--- src/rtl/period_capture.sv ---
// period_capture: measures the number of clk cycles between consecutive rising
// edges of event_in and presents each measurement through a valid/ready output
// register, with saturation (period_ovf) and sticky overrun reporting.
module period_capture #(
    parameter int WIDTH = 16
) (
    input  logic             clk,
    input  logic             rst,
    input  logic             enable,
    input  logic             event_in,
    output logic [WIDTH-1:0] period,
    output logic             period_ovf,
    output logic             period_valid,
    input  logic             period_ready,
    output logic             overrun,
    input  logic             clear_overrun
);

    // state   | meaning
    // IDLE    | waiting for the reference edge; cnt held at 0
    // MEASURE | reference seen; cnt counts cycles since the last edge
    typedef enum logic {
        IDLE,
        MEASURE
    } state_t;

    localparam logic [WIDTH-1:0] MAX = '1;

    state_t           state;
    state_t           state_nxt;
    logic [WIDTH-1:0] cnt;
    logic [WIDTH-1:0] cnt_nxt;
    logic             prev_event;
    logic             event_edge;
    logic             capture;
    logic [WIDTH-1:0] cap_period;
    logic             cap_ovf;
    logic             overrun_set;

    assign event_edge  = event_in && !prev_event;
    // cnt sticks at MAX, so a saturated count means the interval exceeded MAX
    assign cap_period  = (cnt == MAX) ? MAX : cnt + 1'b1;
    assign cap_ovf     = (cnt == MAX);
    assign overrun_set = capture && period_valid && !period_ready;

    // State, counter and edge-detect history registers
    always_ff @(posedge clk) begin
        if (rst) begin
            state      <= IDLE;
            cnt        <= '0;
            prev_event <= 1'b0;
        end else begin
            state      <= state_nxt;
            cnt        <= cnt_nxt;
            prev_event <= event_in;
        end
    end

    // Next-state and counter logic; enable low overrides an edge in MEASURE
    always_comb begin
        state_nxt = state;
        cnt_nxt   = cnt;
        capture   = 1'b0;
        case (state)
            IDLE: begin
                cnt_nxt = '0;
                if (enable && event_edge) begin
                    state_nxt = MEASURE;
                end
            end
            MEASURE: begin
                if (!enable) begin
                    state_nxt = IDLE;
                    cnt_nxt   = '0;
                end else if (event_edge) begin
                    capture = 1'b1;
                    cnt_nxt = '0;
                end else if (cnt != MAX) begin
                    cnt_nxt = cnt + 1'b1;
                end
            end
            default: begin
                state_nxt = IDLE;
                cnt_nxt   = '0;
            end
        endcase
    end

    // Output register with valid/ready handshake and sticky overrun
    always_ff @(posedge clk) begin
        if (rst) begin
            period       <= '0;
            period_ovf   <= 1'b0;
            period_valid <= 1'b0;
            overrun      <= 1'b0;
        end else begin
            if (capture) begin
                period       <= cap_period;
                period_ovf   <= cap_ovf;
                period_valid <= 1'b1;
            end else if (period_valid && period_ready) begin
                period_valid <= 1'b0;
            end

            if (overrun_set) begin
                overrun <= 1'b1;
            end else if (clear_overrun) begin
                overrun <= 1'b0;
            end
        end
    end

endmodule
--- config.mk ---
export PLATFORM = sky130hd
export DESIGN_NAME = period_capture
export DESIGN_NICKNAME = d
export VERILOG_FILES = /design/src/rtl/period_capture.sv
export SDC_FILE = /design/constraint.sdc
export NUM_CORES = 1
export LEC_CHECK = 0
export BUFFER_PORTS_ARGS = -buffer_cell sky130_fd_sc_hd__buf_4
export CORE_MARGIN = 4
export CORE_UTILIZATION = 59
export CTS_CLUSTER_SIZE = 30
export DETAILED_ROUTE_END_ITERATION = 16
export PLACE_DENSITY = 0.79
export SYNTH_ARGS = -nofsm -noshare
export SYNTH_HDL_FRONTEND = slang
export SYNTH_SLANG_ARGS = --single-unit
--- constraint.sdc ---
create_clock -name clk -period 4.2 [get_ports clk]
set_input_delay 0.21 -clock clk [delete_from_list [all_inputs] [get_ports clk]]
set_output_delay 0.21 -clock clk [all_outputs]
set_load 0.005 [all_outputs]
==> results of run 1 <==
power by group through the flow:
stage / sequential [mW] / clock [mW] / combinational (mW)
final: 0.356 / 0.173 / 0.0203
after global routing: 0.357 / 0.195 / 0.0220
after CTS: 0.357 / 0.178 / 0.0204
after detailed placement: 0.365 / 0 / 0.0204
after global placement: 0.364 / 0 / 0.0196
after floorplan: 0.365 / 0 / 0.0122
path summary, 6_finish.rpt:
check / cells past startpoint / slack (ns) / endpoint
setup / recovery: 6 / 2.34 / period[13]
hold / removal: 2 / 0.12 / prev_event
setup reg to reg: 6 / 2.34 / period[13]
hold reg to reg: 2 / 0.47 / period[12]
metrics by stage:
stage | cells | setup slack [ns] | cell area (µm²)
after floorplan | 166 | 2.60 | 1550
after global placement | 210 | 2.39 | 1690
after detailed placement | 210 | 2.36 | 1690
after CTS | 218 | 2.33 | 1740
after global routing | 218 | 2.19 | 1740
final | 218 | 2.34 | 1740
final cells by class:
type / count / area (µm²) / area share
Timing Repair Buffer: 24 / 180 / 0.103
Inverter: 2 / 7.51 / 0.00431
Multi-Input combinational cell: 117 / 728 / 0.418
Tap cell: 30 / 37.5 / 0.0215
Clock buffer: 8 / 48.8 / 0.0280
Sequential cell: 37 / 741 / 0.425
state kept, by name, indices dropped and copies added (netlist names):
| signal | cells |
|---|---|
| period_valid | 1 |
| overrun | 1 |
| prev_event | 1 |
| state | 1 |
| cnt | 16 |
| period | 16 |
| period_ovf | 1 |
placed cells by master (no fill, tap or decap), types with 3 or more instances in the layout:
master    count
nand2_1      10
xor2_1        7
xnor2_1       6
o22ai_1       5
a311oi_1      9
clkbuf_4      5
a21oi_1      15
clkbuf_1      3
dfxtp_1      37
nand3_1       4
nand4_1       4
nor2_1       30
buf_4        24
cells by family after synthesis:
| kind of cell | share of synthesized area |
|---|---|
| AO/OA/AOI/OAI | 0.134 |
| adder cells (fa/ha/maj) | 0.00805 |
| XOR/XNOR | 0.0733 |
| flip-flops | 0.477 |
| AND/OR/NAND/NOR | 0.253 |
| buffers and inverters | 0.0547 |
worst register-to-register path, delay by kind of cell (launching register included):
kind,cells,cell delay [ns]
adder cells (fa/ha/maj),1,0.26
AND/OR/NAND/NOR,4,1.00
flip-flops,1,0.45
AO/OA/AOI/OAI,1,0.09
per-layer routing:
| metal | routed length [µm] | vias up | share of wire |
|---|---|---|---|
| li1 | - | 627 | - |
| met1 | 1340 | 557 | 0.47 |
| met2 | 1310 | 38 | 0.46 |
| met3 | 170 | 2 | 0.060 |
| met4 | 11 | 0 | 0.0039 |
| met5 | 0 | - | 0 |
==> summary.txt, run 1 <==
Yosys warns = 0
Grt met3 use = 0.0675
DIE HEIGHT = 59.3 µm
Global routing usage on met1 = 0.218
CP max stage cell = or4_1
Worst setup path start = cnt[0]
Yosys top cell area share = 0.477
Clock-pin slew on the worst setup and hold paths = 0.10 ns
Final min period = 1.86 ns
GRT overflow = 0
Syn_nets = 173
Final Hold Viols = 0
Placer Congestion = 0.907
GR Util met2 = 0.287
Sinks on Clock Net = 37
Clock buffer depth = 2
Worst EP arrival = 2.12 ns
Routed WL per cell = 13.0 µm
Aggregate routed wire length = 2840 µm
Fill cells = 200
H-tree depth = 2
Register area share after synthesis = 0.477
Final period util = 0.442
Top-count cell post-synth = dfxtp_1
EDFF count, synth = 0
Fmax = 0.539 GHz
Setup TNS = 0 ns
Syn-to-layout area delta = 12.2%
Crit-path max FO = 6
Sequential power share = 0.649
Synth Area per Inst = 9.36 µm²
Final nets = 194
Post-CTS Resized = 0
R2r startpoint = cnt[0]
Fin util = 0.697
RSZ-0062 raised after global routing = false
Slew Limit Fails = 0
Later-pin clock latency in the skew report = 0.32 ns
Clock Root Buffer = clkbuf_4
Most Used Layer, Global Route = met2
CP required = 4.46 ns
Setup-failing EPs final = 0
Netlist cell types = 36
Tot GR Track Use = 0.180
Synthesized netlist cell count = 166
Status = finished clean
Cell Int Power = 0.432 mW
Ant diodes = 0
CTS tree = built
HP Class = input pin to flop
WS Path Type = flop to flop
Psw = 0.118 mW
Initial DRC count = 33
Tightest Pin Transition = 0.949 ns
Fin Hold WS = 0.121 ns
Power, Total = 0.549 mW
Vias/cell = 5.61
I/O pin total = 25
First-pass GRT wire length = 4860 µm
Core Box Area = 0.00250 mm²
Power Dens Cells = 315 mW/mm²
Mapped Area = 0.00155 mm²
Total number of vias = 1224
#FFs+latches synth = 37
Clock Power Share = 0.314
Cts hold-fix bufs = 0
Max_cap viols = 0
Max_slew headroom = 0.367
Sw Share = 0.214
DRC Markers = 0
Top cells by area, synth = dfxtp_1 (48%), nor2_1 (7.2%), a311oi_1 (5.1%)
Hpwl dp = 1990 µm
Cell family with most CP delay = simple AND/OR/NAND/NOR gates
Crit path largest cell delay = 0.60 ns
Combinational Power Share = 0.037
Initial antenna violation count = 0
Crit. End Element = flop
Critical path buffers and inverters = 0
Share of cells above drive strength 1 = 0.213
Initial cell density of the core = 0.622
Clock skew = 0.00810 ns
Area leader, netlist = dfxtp_1
Routed Antenna Nets = 0
Top cells by count, synth = dfxtp_1 (37), nor2_1 (30), a21oi_1 (15), nand2_1 (10), a311oi_1 (9)
Largest net degree at the start of global routing = 28
Asr flop ratio synth = 0
Drt pass-1 iters = 4
Post-CTS setup buffers = 0
Hold path start = event_in
CTS buffer count = 5
Die area = 0.00352 mm²
Post-synth top flop = dfxtp_1
Placement Rows = 18
VDD IR max = 293 µV
Startpoint class of the critical path = flop
CP cell instances = ha_1, nand4_1, or4_1, nand2_4, o22ai_1, nor2_1
DIE WIDTH = 59.3 µm
Number of global-route vias before repair = 1147
Port buffer count = 24
Leak = 0.643 nW
(Power assumes the default switching activity.)
==> inputs of run 2 (changes only) <==
--- a/config.mk
+++ b/config.mk
@@ -7,10 +7,10 @@
 export LEC_CHECK = 0
 export BUFFER_PORTS_ARGS = -buffer_cell sky130_fd_sc_hd__buf_4
 export CORE_MARGIN = 4
-export CORE_UTILIZATION = 59
+export CORE_UTILIZATION = 54
 export CTS_CLUSTER_SIZE = 30
 export DETAILED_ROUTE_END_ITERATION = 16
-export PLACE_DENSITY = 0.79
+export PLACE_DENSITY = 0.73
 export SYNTH_ARGS = -nofsm -noshare
 export SYNTH_HDL_FRONTEND = slang
 export SYNTH_SLANG_ARGS = --single-unit
==> constraint.sdc (replaced) <==
create_clock -name clk -period 1.8 [get_ports clk]
set_input_delay 0.09 -clock clk [delete_from_list [all_inputs] [get_ports clk]]
set_output_delay 0.09 -clock clk [all_outputs]
set_load 0.005 [all_outputs]
==> summary.txt, run 2 (same netlist as run 1, synthesis figures left out) <==
Status = finished clean
Final instance area = 0.00187 mm²
Tot GR Track Use = 0.182
GR Util met2 = 0.300
Routed Antenna Nets = 0
Clock buffer depth = 2
Later-pin clock latency in the skew report = 0.34 ns
Psw = 0.302 mW
Sinks on Clock Net = 37
I/O pin total = 25
Syn-to-layout area delta = 20.0%
DIE HEIGHT = 61.6 µm
DRC Markers = 0
CTS tree = built
Cell Int Power = 1.29 mW
Setup-failing EPs final = 0
Crit-path max FO = 4
Initial DRC count = 40
Global routing usage on met1 = 0.211
Slew Limit Fails = 0
Grt met3 use = 0.0503
Share of cells above drive strength 1 = 0.253
Biggest regs = cnt (16), period (16)
Most Used Layer, Global Route = met2
Sequential power share = 0.524
Total number of vias = 1277
Tightest Pin Transition = 0.336 ns
Most frequent cells in the layout = dfxtp_1 (36), nor2_1 (30), buf_4 (27)
CTS buffer count = 5
GRT overflow = 0
Setup TNS = 0 ns
Initial cell density of the core = 0.564
Die area = 0.00380 mm²
Aggregate routed wire length = 3040 µm
Clock-pin slew on the worst setup and hold paths = 0.12 ns
Placement Rows = 19
DIE WIDTH = 61.6 µm
Clock Power Share = 0.443
Placer Congestion = 0.960
Vias/cell = 5.68
Port buffer count = 24
Final nets = 200
WS Path Type = flop to flop
Reg2Reg Depth = 6
H-tree depth = 2
Hpwl dp = 2190 µm
Largest net degree at the start of global routing = 28
Most common cell after layout, fill and taps aside = dfxtp_1
CP required = 2.05 ns
Max_cap viols = 0
Drt pass-1 iters = 5
Routed WL per cell = 13.5 µm
First-pass GRT wire length = 5080 µm
Clock skew = 0.0104 ns
Initial antenna violation count = 0
VDD IR max = 802 µV
Max_slew headroom = 0.774
Crit. End Element = flop
Post-DP Area = 0.00174 mm²
Ant diodes = 0
Final period util = 0.901
Number of global-route vias before repair = 1200
Fmax = 0.616 GHz
Leak = 0.706 nW
Hold depth = 3
RSZ-0062 raised after global routing = false
Clock Root Buffer = clkbuf_4
Final Hold Viols = 0
Combinational Power Share = 0.034
Sw Share = 0.190
Worst EP arrival = 1.87 ns
Core Box Area = 0.00276 mm²
Startpoint class of the critical path = flop
HP Class = input pin to flop
Final min period = 1.62 ns
Power Dens Cells = 851 mW/mm²
-- run 2: cell count changes in the layout (fill, tap and decap cells not counted) --
cell,delta
or4_1,-1
clkbuf_1,-3
dfxtp_2,+1
clkinv_2,+1
bufinv_16,+2
dfxtp_1,-1
or4_4,+1
buf_4,+3
dlygate4sd3_1,+2
buf_12,+1
-- run 2: power groups by stage --
stage	clock [mW]	combinational [mW]	sequential, mW
2_1_floorplan	0	0.0285	0.851
3_3_place_gp	0	0.0488	0.850
3_5_place_dp	0	0.0502	0.850
4_1_cts	0.718	0.0538	0.832
5_1_grt	0.748	0.0591	0.833
6_report	0.703	0.0532	0.832
-- run 2: layer usage --
metal	share of wire	vias to the layer above	routed length, µm
met5	0	-	0
met4	0.020	0	60
met3	0.061	7	186
met2	0.47	39	1430
met1	0.45	588	1360
li1	-	643	-
-- run 2: critical path, stage by stage, from the launching register on --
cell      delay [ns]
dfxtp_2         0.37
ha_1            0.22
nand3_2         0.16
nor2_1          0.22
nand3_1         0.12
xor2_1          0.17
a311oi_1        0.28
-- run 2: timing repair --
item	4_1_cts	5_1_grt
hold buffers	2	0
setup buffers	0	0
endpoints found under the setup margin	0	15
gates resized for setup	0	2
hold endpoints to repair	2	0
-- run 2: area by class of cell --
| cell class | instances | area, µm² |
|---|---|---|
| clock buffer | 5 | 37.5 |
| clock inverter | 3 | 65.1 |
| fill | 237 | 892 |
| inverter | 2 | 7.51 |
| multi-input combinational | 117 | 732 |
| sequential | 37 | 742 |
| tap | 31 | 38.8 |
| timing repair buffer | 30 | 243 |
-- run 2: path summary, 6_finish.rpt --
path | from | to | slack (ns)
worst max register to register | cnt[1] | period[8] | 0.18
worst min register to register | period_ovf | period_ovf | 0.47
worst max-delay path | cnt[1] | period[8] | 0.18
worst min-delay path | period_ready | period_valid | 0.02
-- run 2: metrics by stage --
stage	cells	setup WS (ns)	utilization	hold WS [ns]	power, mW
after global routing	225	0.0584	0.676	0.0182	1.64
after global placement	215	0.141	0.630	0.315	0.899
after CTS	225	0.0565	0.675	0.0191	1.60
after floorplan	166	0.204	-	0.162	0.879
final	225	0.177	0.676	0.0229	1.59
after detailed placement	215	0.0825	0.630	0.338	0.901
==> inputs of run 3 (changes only) <==
--- a/config.mk
+++ b/config.mk
@@ -11,6 +11,7 @@
 export CTS_CLUSTER_SIZE = 30
 export DETAILED_ROUTE_END_ITERATION = 16
 export PLACE_DENSITY = 0.73
+export SETUP_SLACK_MARGIN = 0.3
 export SYNTH_ARGS = -nofsm -noshare
 export SYNTH_HDL_FRONTEND = slang
 export SYNTH_SLANG_ARGS = --single-unit
==> summary.txt, run 3 (same netlist as run 1, synthesis figures left out) <==
Routed Antenna Nets = 0
Hpwl dp = 2130 µm
Setup TNS = 0 ns
Tightest Pin Transition = 0.318 ns
DIE WIDTH = 61.6 µm
Routed WL per cell = 14.2 µm
Post-DP Area = 0.00173 mm²
Hold depth = 3
Crit-path max FO = 6
H-tree depth = 2
Psw = 0.291 mW
Port buffer count = 24
GRT overflow = 0
CP required = 2.08 ns
Crit. End Element = flop
Max_cap viols = 0
Share of cells above drive strength 1 = 0.352
Status = finished clean
Die area = 0.00380 mm²
Final instance area = 0.00197 mm²
Most common cell after layout, fill and taps aside = buf_4
Inst Count DP = 213
Initial cell density of the core = 0.564
Most frequent cells in the layout = buf_4 (32), nor2_1 (30), dfxtp_1 (27)
Ant diodes = 0
Clock-pin slew on the worst setup and hold paths = 0.10 ns
Clock Power Share = 0.402
Biggest regs = cnt (16), period (16)
Non-Filler Instances = 230
Placement Rows = 19
Initial antenna violation count = 0
Later-pin clock latency in the skew report = 0.34 ns
Placer Congestion = 0.989
HP Class = input pin to flop
Cell Int Power = 1.18 mW
Clock skew = 0.00424 ns
Core Box Area = 0.00276 mm²
Fmax = 0.640 GHz
DIE HEIGHT = 61.6 µm
WS Path Type = flop to flop
Reg2Reg Depth = 6
Final min period = 1.56 ns
Worst flop-to-flop path endpoint = period[5]
Power Dens Cells = 750 mW/mm²
Total number of vias = 1288
Syn-to-layout area delta = 26.6%
First-pass GRT wire length = 5040 µm
Vias/cell = 5.60
Hold EP = period_valid
CTS tree = built
Sequential power share = 0.562
Leak = 0.744 nW
Final nets = 205
Slew Limit Fails = 0
Register-to-register setup slack = 0.24 ns
Drt pass-1 iters = 4
Hold path start = period_ready
VDD IR max = 747 µV
Max_slew headroom = 0.787
Combinational Power Share = 0.037
Aggregate routed wire length = 3270 µm
Number of global-route vias before repair = 1162
CTS buffer count = 5
Initial DRC count = 61
Startpoint class of the critical path = flop
Clock Root Buffer = clkbuf_4
Clock buffer depth = 2
I/O pin total = 25
Tot GR Track Use = 0.187
Largest net degree at the start of global routing = 28
Sinks on Clock Net = 37
DRC Markers = 0
Final period util = 0.868
RSZ-0062 raised after global routing = true
Setup-failing EPs final = 0
Worst EP arrival = 1.84 ns
Sw Share = 0.197
R2r startpoint = cnt[1]
Final Hold Viols = 0
-- run 3: final cells by class --
type                    count  area, µm²
inverters                   2       7.51
flip-flops and latches     37        758
repair buffers             35        272
clock inverters             1       30.0
well taps                  31       38.8
clock buffers               7       55.1
multi-input cells         117        806
fillers                   205        791
-- run 3: how the worst max path moves through the flow --
stage	start	to	slack [ns]	cells after the start
after floorplan	cnt[0]	cnt[0]	0.33	6
after global placement	cnt[9]	cnt[0]	0.24	4
after detailed placement	cnt[0]	period[5]	0.17	6
after CTS	cnt[1]	period[8]	0.23	5
after global routing	cnt[1]	period[14]	0.18	6
final	cnt[1]	period[5]	0.24	6
-- run 3: worst max-delay path: stages (launching register included) --
cell,delay [ns]
dfxtp_4,0.40
ha_4,0.17
nand4_1,0.14
or4_4,0.50
nand2_4,0.11
o22ai_2,0.08
nor2_1,0.11
-- run 3: power by group through the flow --
stage | combinational [mW] | clock [mW] | sequential (mW)
2_1_floorplan | 0.0286 | 0 | 0.851
3_3_place_gp | 0.0470 | 0 | 0.850
3_5_place_dp | 0.0486 | 0 | 0.851
4_1_cts | 0.0530 | 0.603 | 0.829
5_1_grt | 0.0607 | 0.650 | 0.830
6_report | 0.0541 | 0.593 | 0.829
-- run 3: through the flow --
stage / total power, mW / hold slack (ns) / util / setup slack, ns
finish: 1.48 / 0.0321 / 0.713 / 0.237
global route: 1.54 / 0.00537 / 0.713 / 0.177
CTS: 1.49 / 0.0275 / 0.684 / 0.231
detailed placement: 0.899 / 0.315 / 0.626 / 0.166
global placement: 0.897 / 0.307 / 0.626 / 0.237
floorplan: 0.879 / 0.162 / - / 0.327
-- run 3: metal layers --
layer  GRT usage  vias up  part of all wire
li1            -      655                 -
met1       0.223      597              0.44
met4      0.0818        0             0.013
met3      0.0818        6             0.045
met5           0        -                 0
met2       0.293       30              0.50
-- run 3: what timing repair did --
action,in CTS,in global routing
pin swaps,7,9
resized for setup,10,13
setup endpoints to repair,22,27
endpoints found under the hold margin,2,0
hold buffers,2,0
buffers inserted,4,3
